## src/rtl/npu_host_pkg.sv

```systemverilog
// npu_host_pkg: shared defaults and the sequencer state type.
//   DATA_W_DEF  : default NPU word width
//   NUM_CFG_DEF : default configuration words per load
//   CNT_W_DEF   : default width of every length/iteration counter
//   state_e     : sequencer FSM states
package npu_host_pkg;

    localparam int DATA_W_DEF  = 32;
    localparam int NUM_CFG_DEF = 6;
    localparam int CNT_W_DEF   = 12;

    typedef enum logic [2:0] {
        S_IDLE,
        S_CFG,
        S_WGT,
        S_INP,
        S_CALC,
        S_RD,
        S_DONE
    } state_e;

endpackage

```

## src/rtl/npu_host_sequencer_if.sv

```systemverilog
// npu_host_sequencer_if: host source stream, result stream and NPU bus bundle.
//   src_*    : host word stream into the sequencer (cfg, weights, inputs)
//   out_*    : NPU result stream out of the sequencer
//   npu_*    : NPU strobes, tristate drive value/enable, readback and ready
//   master   : sequencer side; slave : host/NPU side
interface npu_host_sequencer_if
    import npu_host_pkg::*;
#(
    parameter int DATA_W = DATA_W_DEF
);

    logic              src_valid;
    logic              src_ready;
    logic [DATA_W-1:0] src_data;
    logic              out_valid;
    logic              out_ready;
    logic [DATA_W-1:0] out_data;
    logic              npu_we;
    logic              npu_oe;
    logic [DATA_W-1:0] npu_data_o;
    logic              npu_data_en;
    logic [DATA_W-1:0] npu_data_i;
    logic              npu_ready;

    modport master (
        input  src_valid, src_data, out_ready, npu_data_i, npu_ready,
        output src_ready, out_valid, out_data, npu_we, npu_oe, npu_data_o, npu_data_en
    );

    modport slave (
        output src_valid, src_data, out_ready, npu_data_i, npu_ready,
        input  src_ready, out_valid, out_data, npu_we, npu_oe, npu_data_o, npu_data_en
    );

endinterface

```

## src/rtl/npu_host_out_reg.sv

```systemverilog
// npu_host_out_reg: one-entry valid/ready holding register for NPU readback.
//   clk, rst      : clock, synchronous active-high reset
//   load_i        : capture load_data_i at this edge (an oe cycle)
//   can_load_o    : register is empty or drains this cycle, so a read may issue
//   out_valid_o, out_ready_i, out_data_o : result stream
module npu_host_out_reg
    import npu_host_pkg::*;
#(
    parameter int DATA_W = DATA_W_DEF
) (
    input  logic              clk,
    input  logic              rst,
    input  logic              load_i,
    input  logic [DATA_W-1:0] load_data_i,
    output logic              can_load_o,
    output logic              out_valid_o,
    input  logic              out_ready_i,
    output logic [DATA_W-1:0] out_data_o
);

    logic              valid_q;
    logic [DATA_W-1:0] data_q;

    assign can_load_o  = !valid_q || out_ready_i;
    assign out_valid_o = valid_q;
    assign out_data_o  = data_q;

    always_ff @(posedge clk) begin
        if (rst) begin
            valid_q <= 1'b0;
            data_q  <= '0;
        end else if (load_i) begin
            valid_q <= 1'b1;
            data_q  <= load_data_i;
        end else if (out_ready_i) begin
            valid_q <= 1'b0;
        end
    end

endmodule

```

## src/rtl/npu_host_sequencer.sv

```systemverilog
// npu_host_sequencer: drives the NPU we/oe/data word protocol from a host word stream.
//   clk, rst        : clock, synchronous active-high reset
//   start           : launch pulse, honoured only while idle
//   num_w, num_in_m1, num_out_m1, calc_cycles, num_iter, reload_w, wait_ready :
//                     job shape, latched on start
//   bus (master)    : host source stream, result stream and NPU bus
//   busy, done      : job in progress, one-cycle completion pulse
module npu_host_sequencer
    import npu_host_pkg::*;
#(
    parameter int DATA_W  = DATA_W_DEF,
    parameter int NUM_CFG = NUM_CFG_DEF,
    parameter int CNT_W   = CNT_W_DEF
) (
    input  logic             clk,
    input  logic             rst,
    input  logic             start,
    input  logic [CNT_W-1:0] num_w,
    input  logic [CNT_W-1:0] num_in_m1,
    input  logic [CNT_W-1:0] num_out_m1,
    input  logic [CNT_W-1:0] calc_cycles,
    input  logic [CNT_W-1:0] num_iter,
    input  logic             reload_w,
    input  logic             wait_ready,
    npu_host_sequencer_if.master bus,
    output logic             busy,
    output logic             done
);

    localparam logic [CNT_W-1:0] CFG_LAST = CNT_W'(NUM_CFG - 1);

    state_e            state_q, state_d;
    logic [CNT_W-1:0]  seg_q, seg_d;
    logic [CNT_W-1:0]  iter_cnt_q, iter_cnt_d;
    logic              end_q, end_d;
    logic [CNT_W-1:0]  num_w_q, num_in_q, num_out_q, calc_q, iter_q;
    logic              reload_q, wait_q;
    logic              we_q;
    logic [DATA_W-1:0] data_q;
    logic              accept, oe, can_load, last_iter, rdy_ok, time_ok, go_rd;

    // end_q marks a segment whose last word/read has gone out but whose state must still be held
    assign bus.src_ready = (state_q == S_CFG) || (state_q == S_WGT) || (state_q == S_INP && !end_q);
    assign accept        = bus.src_valid && bus.src_ready;
    assign oe            = (state_q == S_RD) && !end_q && can_load;
    assign last_iter     = iter_cnt_q == iter_q - 1'b1;
    assign rdy_ok        = !wait_q || bus.npu_ready;
    // CALC is entered with seg_q = 1 so it lasts exactly calc_q cycles
    assign time_ok       = (seg_q == calc_q) || (calc_q == '0);
    assign go_rd         = (calc_q == '0) && rdy_ok;
    assign done          = (state_q == S_DONE) && last_iter;
    assign busy          = (state_q != S_IDLE) && !done;

    assign bus.npu_we      = we_q;
    assign bus.npu_data_en = we_q;
    assign bus.npu_data_o  = data_q;
    assign bus.npu_oe      = oe;

    always_comb begin
        state_d    = state_q;
        seg_d      = seg_q;
        end_d      = end_q;
        iter_cnt_d = iter_cnt_q;
        case (state_q)
            S_IDLE: begin
                if (start) begin
                    state_d    = S_CFG;
                    seg_d      = '0;
                    end_d      = 1'b0;
                    iter_cnt_d = '0;
                end
            end
            S_CFG: begin
                if (accept) begin
                    seg_d = (seg_q == CFG_LAST) ? '0 : seg_q + 1'b1;
                    if (seg_q == CFG_LAST) state_d = (num_w_q == '0) ? S_INP : S_WGT;
                end
            end
            S_WGT: begin
                if (accept) begin
                    seg_d = (seg_q == num_w_q - 1'b1) ? '0 : seg_q + 1'b1;
                    if (seg_q == num_w_q - 1'b1) state_d = S_INP;
                end
            end
            S_INP: begin
                // hold INP through the last word's we cycle so CALC follows it directly
                if (end_q) begin
                    end_d   = 1'b0;
                    state_d = go_rd ? S_RD : S_CALC;
                    seg_d   = go_rd ? '0 : CNT_W'(1);
                end else if (accept) begin
                    seg_d = seg_q + 1'b1;
                    end_d = seg_q == num_in_q;
                end
            end
            S_CALC: begin
                if (time_ok && rdy_ok) begin
                    state_d = S_RD;
                    seg_d   = '0;
                end else if (!time_ok) begin
                    seg_d = seg_q + 1'b1;
                end
            end
            S_RD: begin
                if (oe) begin
                    seg_d = seg_q + 1'b1;
                    end_d = seg_q == num_out_q;
                end
                // after the last read the holding register holds only the final word
                if (end_q && bus.out_valid && bus.out_ready) begin
                    state_d = S_DONE;
                    end_d   = 1'b0;
                end
            end
            S_DONE: begin
                if (last_iter) begin
                    state_d = S_IDLE;
                end else begin
                    state_d    = reload_q ? S_CFG : S_INP;
                    seg_d      = '0;
                    iter_cnt_d = iter_cnt_q + 1'b1;
                end
            end
            default: state_d = S_IDLE;
        endcase
    end

    always_ff @(posedge clk) begin
        if (rst) begin
            state_q    <= S_IDLE;
            seg_q      <= '0;
            end_q      <= 1'b0;
            iter_cnt_q <= '0;
            we_q       <= 1'b0;
            data_q     <= '0;
            num_w_q    <= '0;
            num_in_q   <= '0;
            num_out_q  <= '0;
            calc_q     <= '0;
            iter_q     <= CNT_W'(1);
            reload_q   <= 1'b0;
            wait_q     <= 1'b0;
        end else begin
            state_q    <= state_d;
            seg_q      <= seg_d;
            end_q      <= end_d;
            iter_cnt_q <= iter_cnt_d;
            we_q       <= accept;
            if (accept) data_q <= bus.src_data;
            if (state_q == S_IDLE && start) begin
                num_w_q   <= num_w;
                num_in_q  <= num_in_m1;
                num_out_q <= num_out_m1;
                calc_q    <= calc_cycles;
                iter_q    <= (num_iter == '0) ? CNT_W'(1) : num_iter;
                reload_q  <= reload_w;
                wait_q    <= wait_ready;
            end
        end
    end

    npu_host_out_reg #(
        .DATA_W (DATA_W)
    ) u_out_reg (
        .clk         (clk),
        .rst         (rst),
        .load_i      (oe),
        .load_data_i (bus.npu_data_i),
        .can_load_o  (can_load),
        .out_valid_o (bus.out_valid),
        .out_ready_i (bus.out_ready),
        .out_data_o  (bus.out_data)
    );

endmodule

```

## src/flat_wrapper.sv

```systemverilog
// flat-port wrapper written by rule: the top's interface ports become plain ports
module npu_host_sequencer_flat import npu_host_pkg::*;
#(
    parameter int DATA_W  = DATA_W_DEF,
    parameter int NUM_CFG = NUM_CFG_DEF,
    parameter int CNT_W   = CNT_W_DEF
)
  (clk, rst, start, num_w, num_in_m1, num_out_m1, calc_cycles, num_iter, reload_w, wait_ready, busy, done, bus_src_valid, bus_src_data, bus_out_ready, bus_npu_data_i, bus_npu_ready, bus_src_ready, bus_out_valid, bus_out_data, bus_npu_we, bus_npu_oe, bus_npu_data_o, bus_npu_data_en);
  npu_host_sequencer_if #(.DATA_W(DATA_W)) bus_i ();
  input  logic clk;
  input  logic rst;
  input  logic start;
  input  logic [CNT_W-1:0] num_w;
  input  logic [CNT_W-1:0] num_in_m1;
  input  logic [CNT_W-1:0] num_out_m1;
  input  logic [CNT_W-1:0] calc_cycles;
  input  logic [CNT_W-1:0] num_iter;
  input  logic reload_w;
  input  logic wait_ready;
  output logic busy;
  output logic done;
  input wire logic [$bits(bus_i.src_valid)-1:0] bus_src_valid;
  input wire logic [$bits(bus_i.src_data)-1:0] bus_src_data;
  input wire logic [$bits(bus_i.out_ready)-1:0] bus_out_ready;
  input wire logic [$bits(bus_i.npu_data_i)-1:0] bus_npu_data_i;
  input wire logic [$bits(bus_i.npu_ready)-1:0] bus_npu_ready;
  output wire logic [$bits(bus_i.src_ready)-1:0] bus_src_ready;
  output wire logic [$bits(bus_i.out_valid)-1:0] bus_out_valid;
  output wire logic [$bits(bus_i.out_data)-1:0] bus_out_data;
  output wire logic [$bits(bus_i.npu_we)-1:0] bus_npu_we;
  output wire logic [$bits(bus_i.npu_oe)-1:0] bus_npu_oe;
  output wire logic [$bits(bus_i.npu_data_o)-1:0] bus_npu_data_o;
  output wire logic [$bits(bus_i.npu_data_en)-1:0] bus_npu_data_en;
  assign bus_i.src_valid = bus_src_valid;
  assign bus_i.src_data = bus_src_data;
  assign bus_i.out_ready = bus_out_ready;
  assign bus_i.npu_data_i = bus_npu_data_i;
  assign bus_i.npu_ready = bus_npu_ready;
  assign bus_src_ready = bus_i.src_ready;
  assign bus_out_valid = bus_i.out_valid;
  assign bus_out_data = bus_i.out_data;
  assign bus_npu_we = bus_i.npu_we;
  assign bus_npu_oe = bus_i.npu_oe;
  assign bus_npu_data_o = bus_i.npu_data_o;
  assign bus_npu_data_en = bus_i.npu_data_en;
  npu_host_sequencer #(.DATA_W(DATA_W), .NUM_CFG(NUM_CFG), .CNT_W(CNT_W)) u_core (.clk(clk), .rst(rst), .start(start), .num_w(num_w), .num_in_m1(num_in_m1), .num_out_m1(num_out_m1), .calc_cycles(calc_cycles), .num_iter(num_iter), .reload_w(reload_w), .wait_ready(wait_ready), .bus(bus_i), .busy(busy), .done(done));
endmodule
```

## config.mk

```make
export PLATFORM = sky130hd
export DESIGN_NAME = npu_host_sequencer_flat
export DESIGN_NICKNAME = d
export VERILOG_FILES = /design/src/rtl/npu_host_pkg.sv /design/src/rtl/npu_host_sequencer_if.sv /design/src/rtl/npu_host_out_reg.sv /design/src/rtl/npu_host_sequencer.sv /design/src/flat_wrapper.sv
export SDC_FILE = /design/constraint.sdc
export NUM_CORES = 1
export LEC_CHECK = 0
export BUFFER_PORTS_ARGS = -buffer_cell sky130_fd_sc_hd__clkbuf_2
export CAP_MARGIN = 30
export CORE_MARGIN = 2
export CORE_UTILIZATION = 50
export CTS_CLUSTER_SIZE = 8
export DETAILED_ROUTE_END_ITERATION = 8
export PLACE_DENSITY = 0.76
export SYNTH_ARGS = -nofsm -noshare
export SYNTH_HDL_FRONTEND = slang
export SYNTH_HIERARCHICAL = 1
export SYNTH_SLANG_ARGS = --single-unit
```

## constraint.sdc

```tcl
create_clock -name clk -period 4.8 [get_ports clk]
set_clock_uncertainty 0.1 [all_clocks]
set_input_delay 0.24 -clock clk [delete_from_list [all_inputs] [get_ports clk]]
set_output_delay 0.24 -clock clk [all_outputs]
set_load 0.05 [all_outputs]
```

* Word level (Yosys, flattened, before mapping)
Cells that the tools add are included.
** Word-level totals
- Register bits after elaboration :: 156
- Input port bits :: 132
- Output and inout port bits :: 71
- Logic and storage cells :: 114
** Operators by class
- Add/subtract/negate cells :: 4
- Eq/ne operators :: 25
- Muxes and demuxes :: 37
- Reductions and logical operators :: 33
** Operator list (count)
- 12-bit two-way mux :: 13
- 12-bit case mux with 7 select lines :: 1
- 12-bit equality test :: 5
- 12-bit logical NOT :: 3
- 3-bit two-way mux :: 9
- 12-bit by 1-bit adder with 12-bit output, second input constant :: 2
- 12-bit case mux with 2 select lines :: 1
- 12-bit by 1-bit subtractor with 12-bit output, second input constant :: 2
- 3-bit case mux with 7 select lines :: 1
- 8-bit AND reduction :: 2
- 12-bit by 3-bit equality test with 1-bit output, second input constant :: 1
- 2-bit inequality test, second input constant :: 6
- 1-bit logical AND :: 11
- 1-bit two-way mux :: 10
- 3-bit equality test, second input constant :: 3
- 2-bit by 1-bit inequality test with 1-bit output, second input constant :: 4
- 7-bit nonzero test :: 1
- 3-bit by 2-bit equality test with 1-bit output, second input constant :: 2
- 3-bit inequality test, second input constant :: 2
- 3-bit AND reduction :: 2
- 3-bit nonzero test :: 2
- 1-bit logical OR :: 5
- 1-bit logical NOT :: 4
- 2-bit nonzero test :: 2
- 5 further kinds :: 5

* Depth between registers and ports, before layout
Gate-level depths: netlist of run 1.
- Word-level depth :: 7
- Mapped depth :: 11
- Gate-level depth less buffers :: 9

* Hierarchy
Netlist of run 1, hierarchy kept.
** Modules (own cells, without submodules)
- npu_host_sequencer :: times used 1, cells each 843, area each 6381.1 um^2
- npu_host_out_reg :: times used 1, cells each 108, area each 1204.9 um^2

* Worst setup path after synthesis of run 1
No wires, ideal clock.
- Path type :: reg-to-reg
- Start point :: register u_core.iter_q[0]
- End point :: register u_core.seg_q[7]
- Setup time :: 0.075 ns
- Arrival time :: 3.364 ns
- Required time :: 4.625 ns
- Setup slack :: 1.261 ns
- Cell stages (with the launch flop) :: 11
- Path buffers :: 1
- Clock period less this slack :: 3.539 ns
- Cell sequence :: dfxtp_1 inv_1 ha_1 xor2_1 o211ai_1 a2111o_1 or4_1 nor4_2 o21ai_1 buf_2 o22ai_1
** On the way
- Word-level cells in the longest chain between the ends :: 4
** Ends and longest elaborated chain
- start: declaration :: RTL line npu_host_sequencer.sv:36 : logic [CNT_W-1:0] num_w_q, num_in_q, num_out_q, calc_q, iter_q;
- start signal: assignment :: RTL line npu_host_sequencer.sv:155 : iter_q <= (num_iter == '0) ? CNT_W'(1) : num_iter;
- 12-bit by 1-bit subtractor with 12-bit output :: RTL line npu_host_sequencer.sv:46 : assign last_iter = iter_cnt_q == iter_q - 1'b1;
- 12-bit equality test :: RTL line npu_host_sequencer.sv:46
- 2-bit inequality test (no source line)
- 8-bit AND reduction (no source line)
- end signal: assignment :: RTL line npu_host_sequencer.sv:145 : seg_q <= seg_d;
- end: declaration :: RTL line npu_host_sequencer.sv:33 : logic [CNT_W-1:0] seg_q, seg_d;
Every way passes these cells.
A chain may end at the register's enable or synchronous reset.

* Worst setup path after layout of run 1
- Start point :: register u_core.iter_q[0]
- End point :: output busy
** On the way
- Word-level cells in the longest chain between the ends :: 5
** Ends and longest elaborated chain
- 12-bit by 1-bit subtractor with 12-bit output :: RTL line npu_host_sequencer.sv:46
- 12-bit equality test :: RTL line npu_host_sequencer.sv:46
- 1-bit logical AND :: RTL line npu_host_sequencer.sv:51 : assign done = (state_q == S_DONE) && last_iter;
- 1-bit logical NOT :: RTL line npu_host_sequencer.sv:52 : assign busy = (state_q != S_IDLE) && !done;
- 1-bit logical AND :: RTL line npu_host_sequencer.sv:52
- end: declaration :: RTL line flat_wrapper.sv:20 : output logic busy;
Every way passes these cells.

==> insert_results.sql, run 1 <==
INSERT INTO impl_metrics (metric_group, metric, value, unit) VALUES
('floorplanning', 'core_region_area', '15000', 'um2'),
('power', 'ir_drop_worst_vdd', '0.278', 'mV'),
('clock_network', 'h-tree-depth', '4', ''),
('yosys', 'synth.top_cells.by_area', 'dfxtp_1 (41%), nand2_1 (11%), a21oi_1 (7.1%), xnor2_1 (5.5%), mux2i_1 (4.6%)', ''),
('timing', 'setup-tns-final', '0', 'ps'),
('critical_path', 'r2r_cells', '9', ''),
('yosys', 'ys.warnings.count', '6', ''),
('clock_network', 'insertion_delay', '420', 'ps'),
('global_route', 'grt_antenna_before_repair', '0', ''),
('run', 'timing.max_cap.violations', '0', ''),
('floorplanning', 'dieHeight', '127', 'um'),
('yosys', 'synth_async_sr_flop_share', '0', '%'),
('hold_path', 'hold-path-cell-count', '3', ''),
('critical_path', 'cp_slowest_stage_delay', '580', 'ps'),
('yosys', 'synth_fp_nets', '1088', ''),
('critical_path', 'cp-start-kind', 'flop', ''),
('critical_path', 'timing.critical_path.buf_inv', '2', ''),
('clock_network', 'clock_sinks', '156', ''),
('critical_path', 'worstPathCellList', 'inv_1 > ha_1 > nor3b_2 > nor4_1 > a31oi_2 > or4_1 > nor4_1 > o21bai_1 > clkbuf_2', ''),
('critical_path', 'required', '4460', 'ps'),
('timing', 'slew_headroom', '35.0', '%'),
('hold_path', 'hp-class', 'in2reg', ''),
('critical_path', 'critical_path.endpoint_type', 'output pin', ''),
('place', 'port_buffers', '202', ''),
('floorplanning', 'top_level_ports', '203', ''),
('critical_path', 'crit_path_max_fanout', '6', ''),
('place', 'place.detailed.hpwl', '13.7', 'mm'),
('global_route', 'vias_in_the_first_global_route', '7266', ''),
('layout', 'drive_above_1_share', '20.5', '%'),
('timing', 'finalCritPeriodShare', '72.5', '%'),
('yosys', 'synth_top_cell_by_area', 'dfxtp_1', ''),
('yosys', 'count_of_state_elements_after_synthesis', '156', ''),
('timing', 'rsz0062_at_grt', 'no', ''),
('timing', 'fin_crit', '3480', 'ps'),
('global_route', 'grt_max_degree', '95', ''),
('drt', 'remaining_routing_drc_violations', '0', ''),
('layout', 'nNetsFinal', '1373', ''),
('global_route', 'grt-ovfl-total', '0', ''),
('yosys', 'dominantRegCellSynth', 'dfxtp_1', ''),
('drt', 'avgViaCountPerCell', '5.45', ''),
('run_status', 'result_of_the_run', 'completed', ''),
('floorplanning', 'die-area', '16200', 'um2'),
('yosys', 'synth-edff-count', '0', ''),
('place', 'gpl_wtd_cong', '0.909', ''),
('layout', 'antenna-diode-count', '0', ''),
('drt', 'drt-total-wl', '22.3', 'mm'),
('timing', 'hold_fails_final_rpt', '0', ''),
('yosys', 'synth.top_cell.area_share', '41.2', '%'),
('clock_network', 'clock_tree.buffer_depth', '2', ''),
('critical_path', 'criticalPathCategory', 'reg2out', ''),
('power', 'static-leakage-power', '4.21', 'nW'),
('timing', 'slew_at_the_pin_with_the_worst_max_slew_slack', '975', 'ps'),
('yosys', 'synth_cell_types', '68', ''),
('timing', 'finalSetupViolCount', '0', ''),
('drt', 'antenna_violating_nets_post_route', '0', ''),
('critical_path', 'timing.critical_path.slowest_stage_cell', 'or4_1', ''),
('timing', 'fmax', '288', 'MHz'),
('floorplanning', 'chipWidth', '127', 'um'),
('floorplanning', 'core.rowCount', '45', ''),
('clock_network', 'path_clk_slew', '60', 'ps'),
('drt', 'wire_per_inst', '15.5', 'um'),
('clock_network', 'postCtsResizedCells', '0', ''),
('yosys', 'post_synthesis_sequential_area_ratio', '41.2', '%'),
('drt', 'dr.pass1.iters', '5', ''),
('clock_network', 'cts_buffers', '17', ''),
('critical_path', 'critical-path-top-delay-family', 'simple AND/OR/NAND/NOR gates', ''),
('critical_path', 'worst_ep_arrival_time', '3140', 'ps'),
('drt', 'vias', '7825', ''),
('clock_network', 'tritoncts_clock_tree', 'done', ''),
('clock_network', 'clock_root_buffer_master', 'clkbuf_16', ''),
('layout', 'layout.filler_cells', '1165', ''),
('drt', 'drtIter0Drc', '453', ''),
('yosys', 'syn-instance-count', '951', ''),
('timing', 'final-max-slew-violation-count', '0', ''),
('yosys', 'syn-mean-instance-area', '7.98', 'um2'),
('layout', 'area_growth', '37.9', '%'),
('critical_path', 'path_common_cell', 'nor4_1', ''),
('timing', 'timing.hold.ws', '9.28', 'ps'),
('global_route', 'grtUsageTotal', '26.6', '%'),
('critical_path', 'number_of_cells_on_the_critical_path', '9', ''),
('yosys', 'mappedNetlistArea', '7590', 'um2'),
('power', 'power.density', '441', 'nW/um2'),
('floorplanning', 'starting_density_of_the_core', '50.5', '%'),
('global_route', 'first_pass_grt_wire_length', '34.8', 'mm');
worst min-delay path, delay by kind of cell:
| kind | cells | cell delay [ps] |
|---|---|---|
| buffers and inverters | 1 | 70 |
| AO/OA/AOI/OAI | 2 | 180 |
synth_stat cells (6+ instances only):
cell / n
nand2_1: 218
dfxtp_1: 156
a21oi_1: 108
nor2_1: 60
clkbuf_1: 52
xnor2_1: 48
mux2i_1: 35
inv_1: 27
nand3_1: 19
xor2_1: 17
nor4_1: 15
nor3_1: 13
o21ai_1: 13
nand4_1: 12
o21ai_0: 11
a31oi_1: 8
and3_1: 8
o221ai_1: 8
a2111o_1: 7
and2_1: 7
nand2b_1: 7
nor2b_1: 7
or3_1: 6
logic make-up (layout without fill, tap and decap cells):
| family | after synthesis | after routing | share of synthesized area [%] |
|---|---|---|---|
| buffers and inverters | 94 | 392 | 5.61 |
| AO/OA/AOI/OAI | 200 | 200 | 16.4 |
| AND/OR/NAND/NOR | 395 | 395 | 23.8 |
| multiplexers | 36 | 36 | 4.77 |
| adder cells (fa/ha/maj) | 5 | 5 | 0.825 |
| flip-flops | 156 | 156 | 41.2 |
| XOR/XNOR | 65 | 65 | 7.50 |
timing repair:
action / in CTS / in global routing
hold endpoints to repair: 125 / 0
hold buffers: 125 / 0
buffers inserted: 0 / 0
endpoints found under the setup margin: 0 / 0
through the flow:
step | utilization [%] | setup slack [ps] | area, um2 | cells | power, mW
after floorplan | - | 1260 | 7590 | 951 | 2.78
after detailed placement | 57.3 | 1460 | 8620 | 1280 | 3.20
after global placement | 56.8 | 1570 | 8540 | 1277 | 3.11
after CTS | 69.6 | 1310 | 10500 | 1437 | 4.61
after global routing | 69.6 | 1150 | 10500 | 1437 | 4.86
final | 69.6 | 1320 | 10500 | 1437 | 4.61
power by group:
| group | switching, mW | internal (mW) |
|---|---|---|
| clock network | 0.563 | 0.768 |
| logic | 1.03 | 0.606 |
| registers | 0.181 | 1.46 |
final cells by class:
class / instances / area [um2] / share of cell area, %
clock inverters: 12 / 126 / 1.21
repair buffers: 333 / 2360 / 22.6
multi-input cells: 701 / 4050 / 38.7
inverters: 27 / 101 / 0.969
well taps: 188 / 235 / 2.25
clock buffers: 20 / 467 / 4.46
flip-flops and latches: 156 / 3120 / 29.8
worst paths after layout:
path / start / endpoint / slack, ps
max: u_core/iter_q[0]$_SDFFE_PP1P_ / busy / 1320
min: num_iter[0] / u_core/iter_q[0]$_SDFFE_PP1P_ / 9
max reg2reg: u_core/num_w_q[0]$_SDFFE_PP0P_ / u_core/seg_q[7]$_SDFFE_PP0P_ / 1430
min reg2reg: u_core/bus.npu_data_o[7]$_SDFFE_PP0P_ / u_core/bus.npu_data_o[7]$_SDFFE_PP0P_ / 350
state kept, by name, indices dropped and copies added (netlist names), 3 cells and up:
| signal | count |
|---|---|
| u_core/iter_cnt_q | 12 |
| u_core/bus.npu_data_o | 32 |
| u_core/num_w_q | 12 |
| u_core/iter_q | 12 |
| u_core/num_out_q | 12 |
| u_core/num_in_q | 12 |
| u_core/u_out_reg/out_data_o | 32 |
| u_core/calc_q | 12 |
| u_core/state_q | 3 |
| u_core/seg_q | 12 |
cell usage in the layout, fill, tap and decap left out, types with 3 or more instances in the layout:
master,synthesis,routed
or3_1,6,6
xnor2_1,48,48
clkbuf_8,0,3
nand2b_1,7,7
ha_1,5,5
and3_1,8,8
dlygate4sd3_1,0,125
nor4_2,3,3
inv_1,27,27
o21ai_1,13,13
o21ai_0,11,11
a2111o_1,7,7
nand4_1,12,12
o31ai_1,3,3
nor4_1,15,15
o211ai_1,3,3
a211o_1,4,4
clkbuf_2,0,201
dfxtp_1,156,156
nor3_1,13,13
nand3_1,19,19
or4_1,5,5
mux2i_1,35,35
clkbuf_16,0,17
o22ai_1,4,4
nor2_1,60,59
clkinv_4,0,4
xor2_1,17,17
nor2b_1,7,7
o221ai_1,8,8
o2111ai_1,4,4
a21oi_1,108,108
inv_6,0,4
and2_1,7,6
nand2_1,218,217
a211oi_1,4,4
buf_4,1,4
a31oi_1,8,8
routing by layer:
metal  share of wire [%]  track usage [%]  up-vias
met2                  51             47.4      281
met3                 4.8             5.07       70
met1                  41             30.4     3627
li1                    -                -     3847
met4                 3.8             13.3        0
met5                   0                0        -
(Power assumes the default switching activity.)
==> inputs of run 2 (changes only) <==
- clock period: 4.8 -> 3.2 ns (I/O delays scaled with it)
==> run 2 against run 1 <==
Sequential share of layout area fell by 0.58 points. Clock-buffer cell count is the same. Combinational power rose by 55%. Utilization is 1.5 points higher. Cell area rose by 2.2%. Worst setup slack worse by 1200 ps. Critical path depth unchanged. Largest cell class unchanged. Largest power group is now combinational cells.
==> insert_results.sql, run 2 (synthesis results as in run 1) <==
INSERT INTO impl_metrics (metric_group, metric, value, unit) VALUES
('run_status', 'result_of_the_run', 'completed', ''),
('timing', 'finalCritPeriodShare', '96.9', '%'),
('timing', 'rsz0062_at_grt', 'no', ''),
('place', 'port_buffers', '202', ''),
('critical_path', 'timing.critical_path.slowest_stage_cell', 'or4_4', ''),
('power', 'power.density', '680', 'nW/um2'),
('critical_path', 'cp-start-kind', 'flop', ''),
('global_route', 'met1_usage', '32.1', '%'),
('clock_network', 'clock_sinks', '156', ''),
('drt', 'wire_per_inst', '15.5', 'um'),
('drt', 'remaining_routing_drc_violations', '0', ''),
('power', 'ir_drop_worst_vdd', '0.404', 'mV'),
('clock_network', 'cts_buffers', '17', ''),
('critical_path', 'worstPathCellList', 'inv_1 > ha_2 > nor3b_4 > o41a_1 > a31oi_2 > or4_4 > nor4_2 > o21bai_1 > clkbuf_8', ''),
('power', 'total_power', '7.28', 'mW'),
('critical_path', 'critical_path.endpoint_type', 'output pin', ''),
('critical_path', 'criticalPathCategory', 'reg2out', ''),
('drt', 'drtIter0Drc', '618', ''),
('timing', 'slew_headroom', '38.8', '%'),
('drt', 'vias', '7912', ''),
('clock_network', 'h-tree-depth', '4', ''),
('layout', 'nNetsFinal', '1386', ''),
('floorplanning', 'die-area', '16200', 'um2'),
('critical_path', 'cp_slowest_stage_delay', '580', 'ps'),
('critical_path', 'critical-path-top-delay-family', 'simple AND/OR/NAND/NOR gates', ''),
('timing', 'timing.hold.ws', '27.0', 'ps'),
('floorplanning', 'top_level_ports', '203', ''),
('timing', 'hold_fails_final_rpt', '0', ''),
('global_route', 'grt-busiest-layer', 'met2', ''),
('layout', 'antenna-diode-count', '0', ''),
('floorplanning', 'dieHeight', '127', 'um'),
('global_route', 'first_pass_grt_wire_length', '36.3', 'mm'),
('global_route', 'grt.met3_usage', '6.07', '%'),
('clock_network', 'tritoncts_clock_tree', 'done', ''),
('global_route', 'grt_antenna_before_repair', '0', ''),
('floorplanning', 'core_region_area', '15000', 'um2'),
('layout', 'total_area_of_sequential_cells', '3130', 'um2'),
('clock_network', 'clock_root_buffer_master', 'clkbuf_16', ''),
('global_route', 'vias_in_the_first_global_route', '7558', ''),
('critical_path', 'worst_ep_arrival_time', '2840', 'ps'),
('clock_network', 'path_clk_slew', '60', 'ps'),
('place', 'place.detailed.hpwl', '13.7', 'mm'),
('layout', 'multiInputGateArea', '4130', 'um2'),
('drt', 'dr.pass1.iters', '5', ''),
('drt', 'avgViaCountPerCell', '5.46', ''),
('layout', 'layout.filler_cells', '1131', ''),
('timing', 'setup-tns-final', '0', 'ps'),
('clock_network', 'cts_setup_buffers', '0', ''),
('global_route', 'grt_max_degree', '73', ''),
('layout', 'layout_common_cells', 'nand2_1 (217), clkbuf_2 (199), dfxtp_1 (154)', ''),
('floorplanning', 'chipWidth', '127', 'um'),
('drt', 'antenna_violating_nets_post_route', '0', ''),
('layout', 'finish.cell_count_without_fillers', '1450', ''),
('critical_path', 'timing.critical_path.buf_inv', '2', ''),
('power', 'static-leakage-power', '4.32', 'nW'),
('floorplanning', 'core.rowCount', '45', ''),
('layout', 'layout.cells.most_common', 'nand2_1', ''),
('layout', 'area_growth', '41.0', '%'),
('clock_network', 'clock_tree.buffer_depth', '2', ''),
('layout', 'drive_above_1_share', '21.9', '%'),
('critical_path', 'crit_path_max_fanout', '6', ''),
('timing', 'final-max-slew-violation-count', '0', ''),
('hold_path', 'hp-class', 'in2reg', ''),
('drt', 'drt-total-wl', '22.5', 'mm'),
('timing', 'fin_crit', '3100', 'ps'),
('floorplanning', 'starting_density_of_the_core', '50.5', '%'),
('timing', 'finalSetupViolCount', '0', ''),
('timing', 'slew_at_the_pin_with_the_worst_max_slew_slack', '912', 'ps'),
('global_route', 'grtUsageTotal', '27.7', '%'),
('clock_network', 'insertion_delay', '420', 'ps'),
('critical_path', 'required', '2940', 'ps'),
('global_route', 'grt_use_met2', '49.7', '%'),
('global_route', 'grt-ovfl-total', '0', ''),
('timing', 'fmax', '323', 'MHz'),
('critical_path', 'ff2ff_setup_slack', '130', 'ps'),
('run', 'timing.max_cap.violations', '0', ''),
('place', 'placed_cells', '1291', ''),
('place', 'gpl_wtd_cong', '0.914', '');
## run 2: cell types whose count changed in the layout (fill, tap and decap cells not counted), moves of 2 or more
cell / change
inv_6: -2
bufinv_16: +4
dlygate4sd3_1: +2
dfxtp_1: -2
nor4_4: +2
buf_16: -2
buf_4: +14
dfxtp_4: +2
clkbuf_2: -2
## run 2: layer usage
layer	wire [um]	up-vias	share of wire (%)
li1	-	3872	-
met1	9170	3696	41
met2	11600	289	52
met3	1070	55	4.7
met4	659	0	2.9
met5	0	-	0
## run 2: final cells by class
| cell class | count | area share (%) |
|---|---|---|
| multi-input combinational | 701 | 38.6 |
| sequential | 156 | 29.3 |
| timing repair buffer | 346 | 22.7 |
| clock buffer | 20 | 4.36 |
| tap | 188 | 2.20 |
| clock inverter | 12 | 1.93 |
| inverter | 27 | 0.947 |
## run 2: power by group
group | total, mW | switching (mW) | internal (mW) | leakage, nW
clock | 2.27 | 0.818 | 1.45 | 0.327
combinational | 2.54 | 1.59 | 0.949 | 2.72
sequential | 2.47 | 0.275 | 2.19 | 1.27
total | 7.28 | 2.68 | 4.60 | 4.32
## run 2: repair_timing
| item | in CTS | in global routing |
|---|---|---|
| endpoints found under the hold margin | 127 | 0 |
| pin swaps | 0 | 5 |
| hold buffers | 127 | 0 |
| endpoints found under the setup margin | 2 | 14 |
| resized for setup | 9 | 14 |
| gates cloned | 0 | 0 |
## run 2: final timing paths
kind	from	to	depth (start not counted)
worst max register to register	u_core/iter_q[4]$_SDFFE_PP0P_	u_core/seg_q[3]$_SDFFE_PP0P_	7
worst min register to register	u_core/wait_q$_SDFFE_PP0P_	u_core/wait_q$_SDFFE_PP0P_	2
worst max-delay path	u_core/iter_q[0]$_SDFFE_PP1P_	busy	9
worst min-delay path	rst	u_core/iter_q[11]$_SDFFE_PP0P_	2
## run 2: stage by stage
| stage | utilization [%] | worst slack (ps) | area, um2 |
|---|---|---|---|
| after floorplan | - | 3.17 | 7590 |
| after global placement | 57.6 | 183 | 8660 |
| after detailed placement | 57.6 | 98.5 | 8660 |
| after CTS | 70.8 | 5.96 | 10600 |
| after global routing | 71.2 | 16.7 | 10700 |
| final | 71.2 | 99.6 | 10700 |
==> inputs of run 3 (changes only) <==
- SETUP_SLACK_MARGIN: unset -> 0.3
==> run 3 against run 2 <==
Critical endpoint is now u_core/seg_q[10]$_SDFFE_PP0P_. Global-route usage increased by 0.11 points. Cell count about the same. First-iteration DRC count decreased by 16%. Critical path type is now reg2reg. Routed wire length increased by 3.0%. Sequential share of layout area about the same. Critical path depth decreased by 2. Die area unchanged.
==> insert_results.sql, run 3 (synthesis results as in run 1) <==
INSERT INTO impl_metrics (metric_group, metric, value, unit) VALUES
('timing', 'slew_headroom', '36.6', '%'),
('hold_path', 'hp-class', 'in2reg', ''),
('place', 'gpl_wtd_cong', '0.917', ''),
('drt', 'dr.pass1.iters', '5', ''),
('timing', 'finalCritPeriodShare', '92.5', '%'),
('critical_path', 'criticalPathCategory', 'reg2reg', ''),
('power', 'static-leakage-power', '4.28', 'nW'),
('drt', 'antenna_violating_nets_post_route', '0', ''),
('critical_path', 'crit_path_max_fanout', '11', ''),
('place', 'dpl_cell_area', '8660', 'um2'),
('clock_network', 'clock_sinks', '156', ''),
('layout', 'antenna-diode-count', '0', ''),
('critical_path', 'cp-start-kind', 'flop', ''),
('critical_path', 'worst_ep_arrival_time', '3120', 'ps'),
('global_route', 'grtUsageTotal', '27.8', '%'),
('timing', 'fin_crit', '2960', 'ps'),
('clock_network', 'tritoncts_clock_tree', 'done', ''),
('timing', 'hold_fails_final_rpt', '0', ''),
('global_route', 'grt_max_degree', '72', ''),
('timing', 'setup-tns-final', '0', 'ps'),
('timing', 'final-max-slew-violation-count', '0', ''),
('global_route', 'vias_in_the_first_global_route', '7609', ''),
('power', 'ir_drop_worst_vdd', '0.395', 'mV'),
('global_route', 'grt_antenna_before_repair', '0', ''),
('layout', 'area_growth', '41.1', '%'),
('layout', 'layout.cells.most_common', 'nand2_1', ''),
('layout', 'nNetsFinal', '1386', ''),
('clock_network', 'clock_tree.buffer_depth', '2', ''),
('drt', 'avgViaCountPerCell', '5.45', ''),
('floorplanning', 'top_level_ports', '203', ''),
('clock_network', 'h-tree-depth', '4', ''),
('floorplanning', 'starting_density_of_the_core', '50.5', '%'),
('floorplanning', 'core_region_area', '15000', 'um2'),
('place', 'place.detailed.hpwl', '13.8', 'mm'),
('global_route', 'first_pass_grt_wire_length', '36.4', 'mm'),
('floorplanning', 'chipWidth', '127', 'um'),
('global_route', 'grt-ovfl-total', '0', ''),
('timing', 'slew_at_the_pin_with_the_worst_max_slew_slack', '945', 'ps'),
('clock_network', 'path_clk_slew', '60', 'ps'),
('critical_path', 'required', '3360', 'ps'),
('run_status', 'result_of_the_run', 'completed', ''),
('drt', 'drtIter0Drc', '518', ''),
('drt', 'remaining_routing_drc_violations', '0', ''),
('floorplanning', 'dieHeight', '127', 'um'),
('layout', 'drive_above_1_share', '22.7', '%'),
('layout', 'layout_common_cells', 'nand2_1 (216), clkbuf_2 (199), dfxtp_1 (150)', ''),
('run', 'timing.max_cap.violations', '0', ''),
('layout', 'final_area', '10700', 'um2'),
('clock_network', 'cts_buffers', '17', ''),
('drt', 'drt-total-wl', '23.1', 'mm'),
('drt', 'vias', '7903', ''),
('timing', 'finalSetupViolCount', '0', ''),
('timing', 'fmax', '338', 'MHz'),
('timing', 'rsz0062_at_grt', 'yes', ''),
('clock_network', 'insertion_delay', '420', 'ps'),
('place', 'port_buffers', '202', ''),
('critical_path', 'critical_path.endpoint_type', 'flop', ''),
('floorplanning', 'core.rowCount', '45', ''),
('drt', 'wire_per_inst', '16.0', 'um'),
('clock_network', 'clock_root_buffer_master', 'clkbuf_16', ''),
('power', 'power.density', '668', 'nW/um2'),
('floorplanning', 'die-area', '16200', 'um2');
-- run 3: cell count changes in the layout (fill, tap and decap cells not counted), sizes merged --
cell and change:
o31a +1, clkinvlp +1, clkinv -1, inv -1, bufinv -1, clkbuf +2, buf -2
-- run 3: worst paths after layout --
path,startpoint,to,slack (ps),depth (start not counted)
max,u_core/iter_q[4]$_SDFFE_PP0P_,u_core/seg_q[10]$_SDFFE_PP0P_,240,7
min reg2reg,u_core/bus.npu_data_o[20]$_SDFFE_PP0P_,u_core/bus.npu_data_o[20]$_SDFFE_PP0P_,350,2
min,start,u_core/iter_cnt_q[4]$_SDFFE_PP0P_,100,4
max reg2reg,u_core/iter_q[4]$_SDFFE_PP0P_,u_core/seg_q[10]$_SDFFE_PP0P_,240,7
-- run 3: metal layers --
metal	up-vias	wire length (um)	track usage, %	share of wire (%)
met2	289	11900	48.8	52
met1	3676	9400	32.7	41
met4	0	714	12.8	3.1
met3	65	1090	5.61	4.7
met5	-	0	0	0
li1	3873	-	-	-
-- run 3: worst max-delay path: stages (launching register included) --
cell and delay, ps:
dfxtp_4 370, or4_4 560, o41a_1 390, a31oi_2 220
or4_4 200, nor4_4 50, o21ai_1 750, o21ai_1 150
-- run 3: power breakdown --
group	internal, mW	switching (mW)	total, mW
logic	0.963	1.63	2.59
clock network	1.30	0.775	2.08
registers	2.20	0.285	2.48
-- run 3: layout make-up --
| cell class | count | area, um2 |
|---|---|---|
| clock buffer | 21 | 440 |
| clock inverter | 10 | 166 |
| fill | 1144 | 4330 |
| inverter | 27 | 101 |
| multi-input combinational | 702 | 4190 |
| sequential | 156 | 3140 |
| tap | 188 | 235 |
| timing repair buffer | 345 | 2430 |
-- run 3: metrics by stage --
step	setup WS (ps)	power (mW)	std cells	utilization [%]	hold slack [ps]
after floorplan	301	4.23	951	-	188
after detailed placement	66.8	4.79	1285	57.6	289
after global placement	158	4.75	1285	57.6	283
after global routing	166	7.51	1449	71.2	114
final	240	7.15	1449	71.2	95.0
after CTS	305	7.11	1449	71.0	70.0
-- run 3: repair_timing --
item	in CTS	in global routing
gates cloned	1	0
pin swaps	8	1
hold buffers	127	0
hold endpoints to repair	127	0
gates resized for setup	23	6
buffers inserted	5	0
setup endpoints to repair	16	26
